**src/rtl/rsa_pkg.sv**
```systemverilog
// Shared definitions for the RSA exponentiation sequencer: state encoding,
// multiplier operand-select codes, write-back destination codes and default widths.
package rsa_pkg;

    localparam int unsigned EXP_W_DEF = 32;
    localparam int unsigned LEN_W_DEF = 6;

    typedef enum logic [2:0] {
        ST_IDLE   = 3'd0,
        ST_PRE    = 3'd1,
        ST_INIT_A = 3'd2,
        ST_SQ     = 3'd3,
        ST_MUL    = 3'd4,
        ST_POST   = 3'd5,
        ST_FIN    = 3'd6
    } seq_state_e;

    // Operand A select codes
    localparam logic [1:0] A_SEL_AREG = 2'd0;
    localparam logic [1:0] A_SEL_M    = 2'd1;

    // Operand B select codes
    localparam logic [1:0] B_SEL_AREG = 2'd0;
    localparam logic [1:0] B_SEL_XT   = 2'd1;
    localparam logic [1:0] B_SEL_R2N  = 2'd2;
    localparam logic [1:0] B_SEL_ONE  = 2'd3;

    // Write-back destination codes
    localparam logic DST_A  = 1'b0;
    localparam logic DST_XT = 1'b1;

endpackage

```
**src/rtl/rsa_exp_sequencer.sv**
```systemverilog
// Left-to-right square-and-multiply sequencer driving a shared Montgomery multiplier.
// Ports:
//   clk, resetn         clock, async active-low reset
//   start, exp, exp_len command level, exponent and exponent length (sampled on launch)
//   busy, done          run status
//   mm_start            one-cycle multiplier launch pulse
//   mm_a_sel, mm_b_sel  operand selects, held for the whole multiplication state
//   mm_done, mm_busy    multiplier completion pulse / activity
//   wr_en, wr_dst       result write-back strobe (combinational from mm_done) and target
//   load_a_rn           copy R mod N into the A register
//   mult_cnt            multiplications issued in the current or last run
module rsa_exp_sequencer
    import rsa_pkg::*;
#(
    parameter int unsigned EXP_W = EXP_W_DEF,
    parameter int unsigned LEN_W = LEN_W_DEF
) (
    input  logic             clk,
    input  logic             resetn,
    input  logic             start,
    input  logic [EXP_W-1:0] exp,
    input  logic [LEN_W-1:0] exp_len,
    output logic             busy,
    output logic             done,
    output logic             mm_start,
    output logic [1:0]       mm_a_sel,
    output logic [1:0]       mm_b_sel,
    input  logic             mm_done,
    input  logic             mm_busy,
    output logic             wr_en,
    output logic             wr_dst,
    output logic             load_a_rn,
    output logic [15:0]      mult_cnt
);

    seq_state_e       state_q, state_d;
    logic             start_q, start_d;
    logic [EXP_W-1:0] exp_q, exp_d;
    logic [LEN_W-1:0] len_q, len_d;
    logic [LEN_W-1:0] i_q, i_d;
    logic [15:0]      mult_cnt_q, mult_cnt_d;
    logic             busy_q, busy_d;
    logic             done_q, done_d;
    logic             mm_start_q, mm_start_d;
    logic [1:0]       a_sel_q, a_sel_d;
    logic [1:0]       b_sel_q, b_sel_d;
    logic             wr_dst_q, wr_dst_d;
    logic             load_a_rn_q, load_a_rn_d;

    logic             launch;
    logic             issue;
    logic             cur_bit;
    logic             in_mult;
    logic [LEN_W-1:0] len_clamped;

    // Launch needs a rising edge of start and an idle multiplier
    assign launch      = (state_q == ST_IDLE) && start && !start_q && !mm_busy;
    assign len_clamped = (exp_len > LEN_W'(EXP_W)) ? LEN_W'(EXP_W) : exp_len;
    assign cur_bit     = |(exp_q & (EXP_W'(1) << i_q));
    assign in_mult     = (state_q == ST_PRE) || (state_q == ST_SQ) ||
                         (state_q == ST_MUL) || (state_q == ST_POST);

    // Write-back follows the completion pulse; an aborting cycle never writes
    assign wr_en = mm_done && in_mult && start;

    // Next-state, schedule bookkeeping and registered output values
    always_comb begin
        state_d     = state_q;
        start_d     = start;
        exp_d       = exp_q;
        len_d       = len_q;
        i_d         = i_q;
        mult_cnt_d  = mult_cnt_q;
        issue       = 1'b0;
        busy_d      = 1'b0;
        done_d      = 1'b0;
        mm_start_d  = 1'b0;
        a_sel_d     = A_SEL_AREG;
        b_sel_d     = B_SEL_AREG;
        wr_dst_d    = DST_A;
        load_a_rn_d = 1'b0;

        if ((state_q != ST_IDLE) && (state_q != ST_FIN) && !start) begin
            state_d = ST_IDLE;
        end else begin
            unique case (state_q)
                ST_IDLE: begin
                    if (launch) begin
                        exp_d      = exp;
                        len_d      = len_clamped;
                        i_d        = len_clamped - LEN_W'(1);
                        mult_cnt_d = '0;
                        state_d    = ST_PRE;
                        issue      = 1'b1;
                    end
                end
                ST_PRE: begin
                    if (mm_done) begin
                        state_d = ST_INIT_A;
                    end
                end
                ST_INIT_A: begin
                    issue   = 1'b1;
                    state_d = (len_q == '0) ? ST_POST : ST_SQ;
                end
                ST_SQ: begin
                    if (mm_done) begin
                        issue = 1'b1;
                        if (cur_bit) begin
                            state_d = ST_MUL;
                        end else if (i_q == '0) begin
                            state_d = ST_POST;
                        end else begin
                            i_d = i_q - LEN_W'(1);
                        end
                    end
                end
                ST_MUL: begin
                    if (mm_done) begin
                        issue = 1'b1;
                        if (i_q == '0) begin
                            state_d = ST_POST;
                        end else begin
                            i_d     = i_q - LEN_W'(1);
                            state_d = ST_SQ;
                        end
                    end
                end
                ST_POST: begin
                    if (mm_done) begin
                        state_d = ST_FIN;
                    end
                end
                ST_FIN: begin
                    if (!start) begin
                        state_d = ST_IDLE;
                    end
                end
                default: begin
                    state_d = ST_IDLE;
                end
            endcase
        end

        if (issue) begin
            mult_cnt_d = mult_cnt_d + 16'd1;
        end

        mm_start_d  = issue;
        busy_d      = (state_d != ST_IDLE) && (state_d != ST_FIN);
        done_d      = (state_d == ST_FIN);
        load_a_rn_d = (state_d == ST_INIT_A);

        // Selects track the state being entered so they are stable for its whole duration
        unique case (state_d)
            ST_PRE: begin
                a_sel_d  = A_SEL_M;
                b_sel_d  = B_SEL_R2N;
                wr_dst_d = DST_XT;
            end
            ST_SQ: begin
                a_sel_d = A_SEL_AREG;
                b_sel_d = B_SEL_AREG;
            end
            ST_MUL: begin
                a_sel_d = A_SEL_AREG;
                b_sel_d = B_SEL_XT;
            end
            ST_POST: begin
                a_sel_d = A_SEL_AREG;
                b_sel_d = B_SEL_ONE;
            end
            default: begin
                a_sel_d = A_SEL_AREG;
                b_sel_d = B_SEL_AREG;
            end
        endcase
    end

    // State and output registers
    always_ff @(posedge clk or negedge resetn) begin
        if (!resetn) begin
            state_q     <= ST_IDLE;
            start_q     <= 1'b0;
            exp_q       <= '0;
            len_q       <= '0;
            i_q         <= '0;
            mult_cnt_q  <= '0;
            busy_q      <= 1'b0;
            done_q      <= 1'b0;
            mm_start_q  <= 1'b0;
            a_sel_q     <= A_SEL_AREG;
            b_sel_q     <= B_SEL_AREG;
            wr_dst_q    <= DST_A;
            load_a_rn_q <= 1'b0;
        end else begin
            state_q     <= state_d;
            start_q     <= start_d;
            exp_q       <= exp_d;
            len_q       <= len_d;
            i_q         <= i_d;
            mult_cnt_q  <= mult_cnt_d;
            busy_q      <= busy_d;
            done_q      <= done_d;
            mm_start_q  <= mm_start_d;
            a_sel_q     <= a_sel_d;
            b_sel_q     <= b_sel_d;
            wr_dst_q    <= wr_dst_d;
            load_a_rn_q <= load_a_rn_d;
        end
    end

    assign busy      = busy_q;
    assign done      = done_q;
    assign mm_start  = mm_start_q;
    assign mm_a_sel  = a_sel_q;
    assign mm_b_sel  = b_sel_q;
    assign wr_dst    = wr_dst_q;
    assign load_a_rn = load_a_rn_q;
    assign mult_cnt  = mult_cnt_q;

endmodule

```
**config.mk**
```make
export PLATFORM = sky130hd
export DESIGN_NAME = rsa_exp_sequencer
export DESIGN_NICKNAME = d
export VERILOG_FILES = /design/src/rtl/rsa_pkg.sv /design/src/rtl/rsa_exp_sequencer.sv
export SDC_FILE = /design/constraint.sdc
export NUM_CORES = 1
export LEC_CHECK = 0
export BUFFER_PORTS_ARGS = -buffer_cell sky130_fd_sc_hd__buf_2
export CAP_MARGIN = 10
export CORE_UTILIZATION = 50
export CTS_CLUSTER_DIAMETER = 30
export DETAILED_ROUTE_END_ITERATION = 12
export HOLD_SLACK_MARGIN = 0.06
export PLACE_DENSITY_LB_ADDON = 0.3
export SLEW_MARGIN = 20
export SYNTH_ARGS = -nofsm -noshare
export SYNTH_HDL_FRONTEND = slang
export SYNTH_SLANG_ARGS = --single-unit
```
**constraint.sdc**
```tcl
create_clock -name clk -period 6.1 [get_ports clk]
set_input_delay 1.22 -clock clk [delete_from_list [all_inputs] [get_ports clk]]
set_output_delay 1.22 -clock clk [all_outputs]
set_load 0.02 [all_outputs]
```
---- After elaboration in Yosys (flattened, before gate mapping) ----
Cells that the tools add are included.
cells by class
  add/sub/neg operators ................... 3
  multipliers ............................. 0
  eq/ne operators ......................... 17
  reduce and logical (&&, ||, !) cells .... 24
  multiplexer cells ....................... 30
  divide/modulo/power cells ............... 0
  shift operators ......................... 1
  order comparisons ....................... 1
  bitwise logic cells ..................... 2
operator list
  operator                                                            count
  16-bit 2-to-1 mux                                                   4
  6-bit 2-to-1 mux                                                    6
  3-bit 2-to-1 mux                                                    11
  32-bit AND                                                          1
  32-bit OR reduction                                                 1
  1-bit by 6-bit << shifter with 32-bit output, first input constant  1
  3-bit one-hot mux with 7 select lines                               1
  3-bit == test, second input constant                                6
  6-bit one-hot mux with 3 select lines                               1
  16-bit by 1-bit adder with 16-bit output, second input constant     1
  6-bit zero test                                                     2
  6-bit by 1-bit subtractor with 6-bit output, second input constant  2
  3-bit by 2-bit == test with 1-bit output, second input constant     3
  3-bit nonzero test                                                  3
  1-bit logical AND                                                   8
  2-bit inequality test, second input constant                        4
  3-bit by 1-bit == test with 1-bit output, second input constant     2
  6-bit greater-than comparator, second input constant                1
  3-bit inequality test, second input constant                        2
  2-bit one-hot mux with 3 select lines                               1
  6-bit AND reduction                                                 1
  1-bit 2-to-1 mux                                                    5
  1-bit zero test                                                     3
  3-bit zero test                                                     1
  other kinds (5)                                                     7
word-level totals
  RAM bits ................................ 0
  memory bits (read-only) ................. 0
  memories kept ........................... 0
  bits of input ports ..................... 43
  word-level logic and storage cells ...... 91
  output and inout bits ................... 26
  latch bits .............................. 0
  register bits after elaboration ......... 73

---- Longest topological paths before layout ----
Gate-level depths: netlist of the first run.
  word-level depth ........................ 9
  mapped depth ............................ 11
  depth with buffers taken out ............ 9

---- Worst setup path before layout of the first run ----
No wires, ideal clock.
  path kind ............................... input-to-output
  from .................................... input port start
  to ...................................... output port wr_en
  setup slack ............................. 3.133 ns
  cell stages on the path ................. 2
  arrival time ............................ 1.747 ns
  required time ........................... 4.880 ns
  path buffers ............................ 1
  cell sequence ........................... clkbuf_1 and3_1
between the ends
  longest elaborated chain between the ends .. 1
RTL lines
  what                RTL line                 text
  start: declaration  rsa_exp_sequencer.sv:20  input logic start,
  1-bit logical AND   rsa_exp_sequencer.sv:64  assign wr_en = mm_done && in_mult && start;
  end: declaration    rsa_exp_sequencer.sv:30  output logic wr_en,
No other way between the ends.

---- Final worst setup path of the first run ----
  from .................................... register i_q[1]
  to ...................................... register i_q[5]
between the ends
  longest elaborated chain between the ends .. 5
  elaborated cells between the ends (all ways) .. 12
  those cells by class .................... add/sub: 1; eq/ne: 1; shift: 1; mux: 5; bitwise: 1; reduce/logical: 3
RTL lines
  what                                                                          RTL line                                                                     text
  start: declaration                                                            rsa_exp_sequencer.sv:40                                                      logic [LEN_W-1:0] i_q, i_d;
  start signal: assignment                                                      rsa_exp_sequencer.sv:201                                                     i_q <= i_d;
  6-bit by 1-bit subtractor with 6-bit output (tied with other cells)           rsa_exp_sequencer.sv:114, rsa_exp_sequencer.sv:124
  6-bit 2-to-1 mux or 32-bit AND (tied branches)                                rsa_exp_sequencer.sv:111, rsa_exp_sequencer.sv:121, rsa_exp_sequencer.sv:59
  6-bit 2-to-1 mux or 32-bit OR reduction (tied branches)                       rsa_exp_sequencer.sv:109, rsa_exp_sequencer.sv:59
  6-bit 2-to-1 mux or 2-bit inequality test (tied branches)                     --
  6-bit one-hot mux with 3 select lines or 6-bit AND reduction (tied branches)  --
Several ways; a longest one is shown, not always the timed one. The select of a mux whose other input is x is not followed.
A chain may end at the register's enable or synchronous reset.

==> impl_metrics.yaml, run 1 <==
sta:
  rsz0062_at_grt: "no"
  worst_pin_slew_ns: 0.956
  finalHoldViolCount: 0
  relSlewSlack_pct: 36.0
  setup-violations-final: 0
  period_share_pct: 52.1
  skew_ns: 0.0147
  layout_min_cycle_time_ns: 3.18
  peak_freq_mhz: 314
  final_max_slew_viols: 0
  fin_setup_tns_ns: 0
detailed_routing:
  routed_wire_length_per_instance_um: 14.0
  drt_drc_violations_left: 0
  detailedRoute.firstPassIterationCount: 5
  detail_route.iter0.violations: 229
  wirelength_um: 8140
  num_vias: 3169
  routed_via_count_divided_by_cell_count: 5.44
  route.antenna.remaining_nets: 0
yosys:
  synth_flop_cell: "sky130_fd_sc_hd__dfrtp_1"
  top_area_cell_type_share_of_the_netlist_area_pct: 47.4
  proportion_of_synthesized_flip_flops_having_asynchronous_set_or_reset_pct: 100
  post_synth_inst_count: 427
  synth_fp_nets: 472
  synthesis.area_mm2: 0.00375
  synth-warning-count: 0
  seq_area_frac_synth_pct: 47.4
  post_synth_main_area_contributors: "sky130_fd_sc_hd__dfrtp_1 47%, sky130_fd_sc_hd__nand2_1 13%, sky130_fd_sc_hd__nor2_1 2.9%, sky130_fd_sc_hd__a21oi_1 2.1%, sky130_fd_sc_hd__mux2i_1 1.9%"
  synth_top_area_cell: "sky130_fd_sc_hd__dfrtp_1"
  synth_seq_cells: 71
  syn_area_per_cell_um2: 8.78
  number_of_synthesized_flops_with_an_enable_pin: 0
  synthDistinctLibCells: 66
cts:
  tritoncts.num_buffers: 9
  postCtsSetupBuffers: 0
  cts_hold_buf: 0
  clkSlewWorstSetupHoldPaths_ns: 0.08
  clock_tree.htree_level_count: 3
  clock_tree.buffer_depth: 2
  cts-root-buf: "sky130_fd_sc_hd__clkbuf_8"
  worstSkewPairLatency_ns: 0.35
  cts_resized: 0
  count_of_clock_tree_sinks: 71
  clock_tree_from_tritoncts: "built"
grt:
  total_track_usage_pct: 22.6
  antenna_found_initial: 0
  global_route.overflow_total: 0
  vias_in_the_first_global_route: 2937
  grt_pass1_wl_um: 13500
  grt_max_degree: 72
final_layout:
  area_delta_synth_final_pct: 13.9
  final_cell_mix: "125 x sky130_fd_sc_hd__nand2_1, 71 x sky130_fd_sc_hd__dfrtp_1, 67 x sky130_fd_sc_hd__buf_2, 29 x sky130_fd_sc_hd__nor2_1, 16 x sky130_fd_sc_hd__a21oi_1"
  layout.nets: 524
  fin_util_pct: 58.8
  finish.instance_area_mm2: 0.00427
  num_antenna_cells: 0
  post_route_cells_drive_above_1_share_pct: 19.6
  commonest_non_fill_non_tap_cell_in_the_layout: "sky130_fd_sc_hd__nand2_1"
floorplanning:
  floorplan.io_pins: 69
  placementRows: 31
  fp.dieArea_mm2: 0.00785
  core_box_area_mm2: 0.00725
  initial_cell_density_of_the_core_pct: 51.7
  fp.dieW_um: 88.6
  fp.dieH_um: 88.6
critical_path:
  wp_buf_inv: 0
  worstPathArrival_ns: 3.43
  cp.depth: 7
  critical-path-max-stage-delay_ns: 0.83
  worstSetupEndpointType: "register"
  cpLargestDelayFamily: "compound AO/OA/AOI/OAI gates"
  worst_ep_required_time_ns: 6.35
  worst_path_slowest_cell: "sky130_fd_sc_hd__a31oi_1"
  crit_path_max_fanout: 19
  r2r_cells: 7
  cell_chain_critical_path: "or2_1 > o22ai_1 > a222oi_1 > a41oi_2 > a31oi_1 > a21oi_1 > a311oi_1"
  worst-setup-path-type: "reg -> reg"
  timing.critical_path.from_type: "register"
run_status:
  status: "complete, no violations"
power:
  cellLeakagePower_nw: 2.11
  power.density_mw_per_mm2: 453
  worst_ir_drop_vdd_mv: 0.199
flow_run:
  cap_viol_max_count: 0
place:
  globalplace.congestion: 0.860
  numPortBuffers: 67
  detailed_place_hpwl_um: 5490
  placedInstanceArea_mm2: 0.00407
worst_hold_path:
  hp-class: "reg -> reg"
  worstHoldPathCells: 2
==> metal layers <==
layer	vias up	global-route usage, %	part of all wire, %
li1	1563	-	-
met1	1516	31.4	47
met2	78	34.3	47
met3	12	5.04	4.1
met4	0	8.94	1.3
met5	-	0	0
==> tightest hold or removal path: stages, from the launching register on <==
cell and delay [ns]:
sky130_fd_sc_hd__dfrtp_1 0.34, sky130_fd_sc_hd__nand2_1 0.05, sky130_fd_sc_hd__nand2_1 0.05
==> final timing paths <==
| kind | start | to | slack [ns] |
|---|---|---|---|
| max in group asynchronous | resetn | mult_cnt[6] | 4.46 |
| min reg2reg | exp_q[10] | exp_q[10] | 0.48 |
| min in group asynchronous | resetn | exp_q[1] | 1.08 |
| max | i_q[1] | i_q[5] | 2.92 |
| max reg2reg | i_q[1] | i_q[5] | 2.92 |
| min | exp_q[10] | exp_q[10] | 0.48 |
==> report_power, final <==
| group | internal (mW) | leakage [nW] | switching (mW) |
|---|---|---|---|
| combinational | 0.304 | 1.11 | 0.428 |
| sequential | 0.648 | 0.909 | 0.179 |
| clock | 0.198 | 0.0981 | 0.178 |
| total | 1.15 | 2.11 | 0.786 |
==> synth_stat cells, types with 2 or more instances <==
cell	n
sky130_fd_sc_hd__ha_1	2
sky130_fd_sc_hd__o31ai_1	6
sky130_fd_sc_hd__o21ai_0	11
sky130_fd_sc_hd__clkbuf_1	17
sky130_fd_sc_hd__and3_1	5
sky130_fd_sc_hd__nand2b_1	4
sky130_fd_sc_hd__nor4_1	4
sky130_fd_sc_hd__buf_4	4
sky130_fd_sc_hd__nand4_1	7
sky130_fd_sc_hd__nor2_1	29
sky130_fd_sc_hd__nor3_1	6
sky130_fd_sc_hd__or3_1	4
sky130_fd_sc_hd__or2_1	2
sky130_fd_sc_hd__nand4b_1	2
sky130_fd_sc_hd__dfrtp_1	71
sky130_fd_sc_hd__xor2_1	5
sky130_fd_sc_hd__and2_1	6
sky130_fd_sc_hd__a31oi_1	5
sky130_fd_sc_hd__o22ai_1	3
sky130_fd_sc_hd__o21ai_1	2
sky130_fd_sc_hd__a21o_1	2
sky130_fd_sc_hd__buf_6	3
sky130_fd_sc_hd__a21oi_1	16
sky130_fd_sc_hd__nor3b_1	3
sky130_fd_sc_hd__nand3_1	11
sky130_fd_sc_hd__buf_2	4
sky130_fd_sc_hd__mux2_2	3
sky130_fd_sc_hd__inv_1	11
sky130_fd_sc_hd__nand3b_1	3
sky130_fd_sc_hd__a22o_1	2
sky130_fd_sc_hd__xnor2_1	8
sky130_fd_sc_hd__and3b_1	2
sky130_fd_sc_hd__nand2_1	125
sky130_fd_sc_hd__mux2i_1	7
==> stage by stage <==
step	hold slack [ns]	total power, mW	instances	setup WS [ns]
after floorplan	0.434	1.39	427	3.13
after global placement	0.455	1.53	567	2.73
after detailed placement	0.462	1.55	567	2.65
after CTS	0.479	1.94	583	2.99
after global routing	0.496	2.08	583	2.67
final	0.477	1.94	583	2.92
==> registers in the layout, indices dropped and copies added, names as in the netlist, 2 cells and up <==
name      flops
exp_q        32
i_q           6
len_q         6
mm_b_sel      2
mult_cnt     16
state_q       3
==> cells by family (layout without fill, tap and decap cells) <==
group	Yosys count	count (layout)	synth area share [%]
simple gates	220	220	27.0
flops	71	71	47.4
compound gates	69	69	13.0
buf+inv	40	97	5.37
xor+xnor	13	13	3.04
mux	11	11	3.47
fa+ha+maj	2	2	0.667
other cells	1	1	0.100
==> layout make-up <==
type,count,area [um^2]
Fill cell,668,2990
Sequential cell,71,1780
Multi-Input combinational cell,316,1770
Timing Repair Buffer,70,358
Clock buffer,10,138
Tap cell,99,124
Clock inverter,6,60.1
Inverter,11,41.3
No activity file was read; power rests on OpenSTA's default activity.
==> run 2, diff against run 1 <==
ABC_AREA = 1   (was unset)
clock period = 2.8 ns   (was 6.1 ns; I/O delays follow)
==> run 2 against run 1 <==
First-iteration DRC count fell by 23%. Worst hold slack got worse by 0.22 ns. Routed wire length up 8.2%. Setup slack lost 2.4 ns. Sequential share of layout area shrank 2.2 points. Utilization increased by 2.3 points. Flip-flop and latch count is the same. Count of clock-buffer cells in the layout shrank 1. Area after synthesis up 3.2%. Clock power grew to 2.7 times the previous value. Critical path type unchanged.
==> impl_metrics.yaml, run 2 <==
run_status:
  status: "complete, no violations"
grt:
  vias_in_the_first_global_route: 3271
  grt_pass1_wl_um: 15200
  antenna_found_initial: 0
  total_track_usage_pct: 23.4
  grt_max_degree: 39
  global_route.overflow_total: 0
cts:
  cts-root-buf: "sky130_fd_sc_hd__clkbuf_8"
  worstSkewPairLatency_ns: 0.35
  cts_resized: 0
  clock_tree.buffer_depth: 2
  clock_tree.htree_level_count: 3
  postCtsSetupBuffers: 0
  count_of_clock_tree_sinks: 71
  clock_tree_from_tritoncts: "built"
  clkSlewWorstSetupHoldPaths_ns: 0.08
  tritoncts.num_buffers: 9
  cts_hold_buf: 0
yosys:
  synthDistinctLibCells: 35
  post_synth_inst_count: 503
  post_synth_main_area_contributors: "sky130_fd_sc_hd__dfrtp_1 46%, sky130_fd_sc_hd__nand2_1 19%, sky130_fd_sc_hd__nand4_1 4.9%, sky130_fd_sc_hd__nor2_1 3.9%, sky130_fd_sc_hd__inv_1 3.7%"
  number_of_synthesized_flops_with_an_enable_pin: 0
  seq_area_frac_synth_pct: 45.9
  most_common_cell_in_the_synthesized_netlist: "sky130_fd_sc_hd__nand2_1"
  synth_top_area_cell: "sky130_fd_sc_hd__dfrtp_1"
  proportion_of_synthesized_flip_flops_having_asynchronous_set_or_reset_pct: 100
  syn_area_per_cell_um2: 7.69
  synth-warning-count: 0
  top_area_cell_type_share_of_the_netlist_area_pct: 45.9
  synth_seq_cells: 71
  synthesis.area_mm2: 0.00387
  synth_fp_nets: 548
  synth.cells.most_frequent: "192 x sky130_fd_sc_hd__nand2_1, 71 x sky130_fd_sc_hd__dfrtp_1, 40 x sky130_fd_sc_hd__nor2_1, 38 x sky130_fd_sc_hd__inv_1, 30 x sky130_fd_sc_hd__nand4_1"
  synth_flop_cell: "sky130_fd_sc_hd__dfrtp_1"
final_layout:
  fin_util_pct: 61.2
  area_delta_synth_final_pct: 16.5
  layout.nets: 613
  post_route_cells_drive_above_1_share_pct: 22.7
  final_cell_mix: "192 x sky130_fd_sc_hd__nand2_1, 71 x sky130_fd_sc_hd__dfrtp_1, 67 x sky130_fd_sc_hd__buf_2, 40 x sky130_fd_sc_hd__nor2_1, 38 x sky130_fd_sc_hd__inv_1"
  finish.instance_area_mm2: 0.00451
  largest_register_ff_count: 32
  num_antenna_cells: 0
  commonest_non_fill_non_tap_cell_in_the_layout: "sky130_fd_sc_hd__nand2_1"
  register_bank_with_the_most_flops: "exp_q"
  fillers: 654
critical_path:
  r2r_cells: 12
  worst_path_slowest_cell: "sky130_fd_sc_hd__dfrtp_1"
  wp_buf_inv: 1
  path_common_cell: "sky130_fd_sc_hd__nand2_1"
  critical-path-max-stage-delay_ns: 0.45
  worstSetupEndpointType: "register"
  timing.critical_path.from_type: "register"
  cpLargestDelayFamily: "simple AND/OR/NAND/NOR gates"
  regToRegStartpoint: "state_q[1]"
  worstPathArrival_ns: 2.51
  worst-setup-path-type: "reg -> reg"
  cell_chain_critical_path: "nor2_1 > nand2_1 > nand2_1 > a21oi_1 > nor2_1 > inv_2 > nor2_2 > nand3_1 > nor2_2 > nand2_1 > nor3_2 > a21oi_1"
  worst_ep_required_time_ns: 3.04
  crit_path_max_fanout: 11
  critical_path.reg2reg.endpoint: "mult_cnt[12]"
  setup_slack_of_the_worst_register_to_register_path_ns: 0.53
detailed_routing:
  route.antenna.remaining_nets: 0
  detail_route.iter0.violations: 177
  routed_wire_length_per_instance_um: 13.1
  drt_drc_violations_left: 0
  detailedRoute.firstPassIterationCount: 5
  routed_via_count_divided_by_cell_count: 5.09
  wirelength_um: 8810
  num_vias: 3421
sta:
  final_critical_path_setup_slack_ns: 0.530
  layout_min_cycle_time_ns: 2.27
  final_max_slew_viols: 0
  setup-violations-final: 0
  rsz0062_at_grt: "no"
  relSlewSlack_pct: 52.7
  finalHoldViolCount: 0
  peak_freq_mhz: 440
  skew_ns: 0.0125
  period_share_pct: 81.1
  fin_setup_tns_ns: 0
  worst_pin_slew_ns: 0.709
worst_hold_path:
  hp-class: "in -> async"
floorplanning:
  placementRows: 31
  floorplan.io_pins: 69
  fp.dieW_um: 90.0
  fp.dieH_um: 90.0
  core_box_area_mm2: 0.00737
  fp.dieArea_mm2: 0.00809
  initial_cell_density_of_the_core_pct: 52.5
place:
  place_ws_ns: 0.430
  placedInstanceArea_mm2: 0.00426
  numPortBuffers: 67
  detailed_place_hpwl_um: 6280
  globalplace.congestion: 0.908
flow_run:
  cap_viol_max_count: 0
power:
  cellLeakagePower_nw: 2.46
  worst_ir_drop_vdd_mv: 0.544
  design_power_total_mw: 4.61
  power.density_mw_per_mm2: 1020
[run 2: cells by family after synthesis]
kind of cell	after synthesis	synth area share, %
compound gates	29	4.24
simple gates	313	36.7
buf+inv	69	8.31
flops	71	45.9
fa+ha+maj	2	0.647
xor+xnor	18	4.08
other cells	1	0.0969
[run 2: area by class of cell]
class / instances / area [um^2] / area share [%]
clock buffer: 9 / 124 / 2.75
clock inverter: 7 / 120 / 2.67
inverter: 47 / 176 / 3.91
multi-input combinational: 363 / 1770 / 39.3
sequential: 71 / 1780 / 39.4
tap: 99 / 124 / 2.75
timing repair buffer: 76 / 415 / 9.22
[run 2: layer usage]
layer  share of wire, %  vias to the layer above  track usage (%)
met1                 49                     1584             33.3
met2                 45                      101             35.6
met3                4.6                       15             3.81
met5                  0                        -                0
li1                   -                     1721                -
met4                1.4                        0             9.54
[run 2: how the worst max path moves through the flow]
stage,start,endpoint,depth (start not counted)
4_1_cts,state_q[1],mult_cnt[12],12
2_1_floorplan,start,mult_cnt[12],15
3_3_place_gp,start,mult_cnt[12],14
5_1_grt,state_q[1],mult_cnt[12],12
3_5_place_dp,start,mult_cnt[12],14
6_report,state_q[1],mult_cnt[12],12
[run 2: report_power, final]
group / internal, mW / switching (mW)
clock network: 0.594 / 0.406
registers: 1.44 / 0.316
logic: 0.621 / 1.23
total: 2.66 / 1.96
[run 2: per-stage QoR]
step,cells,hold slack (ns)
final,672,0.258
after global routing,672,0.316
after CTS,672,0.280
after detailed placement,656,0.467
after global placement,656,0.465
after floorplan,503,0.264
==> run 3, diff against run 2 <==
ABC_AREA = 0   (was 1)
clock period = 1.9 ns   (was 2.8 ns; I/O delays follow)
==> run 3 against run 2 <==
Sequential share of layout area decreased by 6.4 points. Fmax decreased by 5.1%. Highest routed layer unchanged. Combinational power increased by 150%. Largest cell class is now multi-input gates. The flow now finishes with violations (negative setup slack).
==> impl_metrics.yaml, run 3 (same netlist as run 1, synthesis figures left out) <==
run_status:
  status: "finished, violations left"
  violations_in_the_final_reports: "negative setup slack"
place:
  placedInstanceArea_mm2: 0.00458
  detailed_place_hpwl_um: 6220
  globalplace.congestion: 0.929
  numPortBuffers: 67
  place.detailed.instances: 628
grt:
  grt_pass1_wl_um: 15000
  grt_use_met1_pct: 32.2
  met3_capacity_usage_during_global_routing_pct: 3.92
  vias_in_the_first_global_route: 3350
  gr-usage-met2_pct: 42.1
  antenna_found_initial: 0
  global_route.overflow_total: 0
  grt_max_degree: 72
  total_track_usage_pct: 25.0
  globalRoute.busiestLayer: "met2"
detailed_routing:
  num_vias: 3669
  routed_wire_length_per_instance_um: 15.9
  wirelength_um: 10600
  routed_via_count_divided_by_cell_count: 5.52
  detail_route.iter0.violations: 262
  detailedRoute.firstPassIterationCount: 5
  drt_drc_violations_left: 0
  route.antenna.remaining_nets: 0
cts:
  clkSlewWorstSetupHoldPaths_ns: 0.09
  count_of_clock_tree_sinks: 71
  cts-root-buf: "sky130_fd_sc_hd__clkbuf_8"
  clock_tree.buffer_depth: 2
  clock_tree.htree_level_count: 3
  tritoncts.num_buffers: 9
  cts_hold_buf: 0
  clock_tree_from_tritoncts: "built"
  worstSkewPairLatency_ns: 0.35
final_layout:
  num_antenna_cells: 0
  largest_register_ff_count: 32
  layout.nets: 606
  area_delta_synth_final_pct: 43.6
  final_cell_mix: "125 x sky130_fd_sc_hd__nand2_1, 69 x sky130_fd_sc_hd__dfrtp_1, 66 x sky130_fd_sc_hd__buf_2, 64 x sky130_fd_sc_hd__buf_4, 27 x sky130_fd_sc_hd__nor2_1"
  layoutNonFillerInstCount: 665
  fin_util_pct: 74.2
  finish.instance_area_mm2: 0.00538
  commonest_non_fill_non_tap_cell_in_the_layout: "sky130_fd_sc_hd__nand2_1"
  register_bank_with_the_most_flops: "exp_q"
  post_route_cells_drive_above_1_share_pct: 40.3
critical_path:
  critical-path-max-stage-delay_ns: 0.72
  worst-setup-path-type: "reg -> reg"
  worstPathArrival_ns: 2.59
  crit_path_max_fanout: 3
  timing.critical_path.from_type: "register"
  worst_ep_required_time_ns: 2.09
  worstSetupEndpointType: "register"
  worst_path_slowest_cell: "sky130_fd_sc_hd__a2111oi_0"
  cell_chain_critical_path: "buf_6 > nor2_4 > a21oi_1 > buf_4 > o31ai_1 > o311ai_1 > a2111oi_0 > a311oi_2"
sta:
  final_critical_path_setup_slack_ns: -0.493
  peak_freq_mhz: 418
  fin_setup_tns_ns: -5.23
  period_share_pct: 126
  layout_min_cycle_time_ns: 2.39
  final_max_slew_viols: 0
  skew_ns: 0.0113
  relSlewSlack_pct: 46.5
  setup-violations-final: 16
  finalHoldViolCount: 0
  worst_pin_slew_ns: 0.783
  hold_slack_ns: 0.0478
  rsz0062_at_grt: "yes"
floorplanning:
  floorplan.io_pins: 69
  placementRows: 31
  initial_cell_density_of_the_core_pct: 51.7
  core_box_area_mm2: 0.00725
  fp.dieW_um: 88.6
  fp.dieH_um: 88.6
  fp.dieArea_mm2: 0.00785
power:
  cellLeakagePower_nw: 2.66
  power.density_mw_per_mm2: 1580
  power.net_switching_mw: 3.42
  worst_ir_drop_vdd_mv: 0.744
  p_seq_share_pct: 29.2
  combinationalPowerShare_pct: 54.7
  switching_share_pct: 40.3
  power_frac_clock_pct: 16.0
  intPower_mw: 5.06
worst_hold_path:
  hp-class: "in -> async"
flow_run:
  cap_viol_max_count: 0
## run 3: cell count changes in the layout (fill, tap and decap cells not counted), moves of 8 or more
cell and change:
sky130_fd_sc_hd__buf_4 +56, sky130_fd_sc_hd__buf_6 +20, sky130_fd_sc_hd__inv_1 -29, sky130_fd_sc_hd__inv_2 -9, sky130_fd_sc_hd__nand2_1 -67, sky130_fd_sc_hd__nand3_1 -11
sky130_fd_sc_hd__nand4_1 -23, sky130_fd_sc_hd__nor2_1 -13, sky130_fd_sc_hd__nor2_2 -8, sky130_fd_sc_hd__xor2_1 -8
## run 3: final cells by class
type | count | area, um^2
fill | 507 | 1870
inverter | 11 | 48.8
clock inverter | 7 | 97.6
sequential | 71 | 1780
timing repair buffer | 152 | 1070
tap | 99 | 124
clock buffer | 9 | 124
multi-input combinational | 316 | 2140
## run 3: final timing paths
| check | end | slack, ns | depth (start not counted) | start |
|---|---|---|---|---|
| worst max-delay path | i_q[5] | -0.49 | 8 | state_q[0] |
| worst min-delay path | state_q[0] | 0.05 | 2 | resetn |
| worst max register to register | i_q[5] | -0.49 | 8 | state_q[0] |
| worst min register to register | len_q[4] | 0.48 | 2 | len_q[4] |
| max in group asynchronous | i_q[3] | 1.55 | 2 | resetn |
| min in group clk | exp_q[31] | 0.22 | 3 | exp[31] |
## run 3: through the flow
| stage | setup WS (ns) | power (mW) |
|---|---|---|
| after floorplan | -0.286 | 4.59 |
| after global placement | -0.479 | 5.80 |
| after detailed placement | -0.624 | 5.90 |
| after CTS | -0.351 | 7.67 |
| after global routing | -0.543 | 8.97 |
| final | -0.493 | 8.48 |
## run 3: power by group through the flow
stage / logic (mW) / clock network [mW] / registers, mW
final: 4.64 / 1.36 / 2.48
after CTS: 3.83 / 1.38 / 2.46
after floorplan: 2.13 / 0 / 2.46
after global routing: 4.99 / 1.43 / 2.54
after global placement: 3.33 / 0 / 2.47
after detailed placement: 3.42 / 0 / 2.48
## run 3: routing by layer
| layer | part of all wire, % | wire length (um) | vias to the layer above |
|---|---|---|---|
| met5 | 0 | 0 | - |
| li1 | - | - | 1735 |
| met4 | 2.4 | 251 | 0 |
| met2 | 50 | 5250 | 155 |
| met1 | 43 | 4510 | 1751 |
| met3 | 5.1 | 540 | 28 |
## run 3: timing repair
action                     CTS  global route
setup buffers               10            13
gates resized for setup     35            53
pin swaps                   14            27
setup endpoints to repair   22            29
## run 3: critical path: cells and delay by family (launching register included)
family,cells,cell delay [ns]
DFF,1,0.39
and+or+nand+nor,1,0.12
buffers and inverters,2,0.29
AOI/OAI and AO/OA,5,1.43
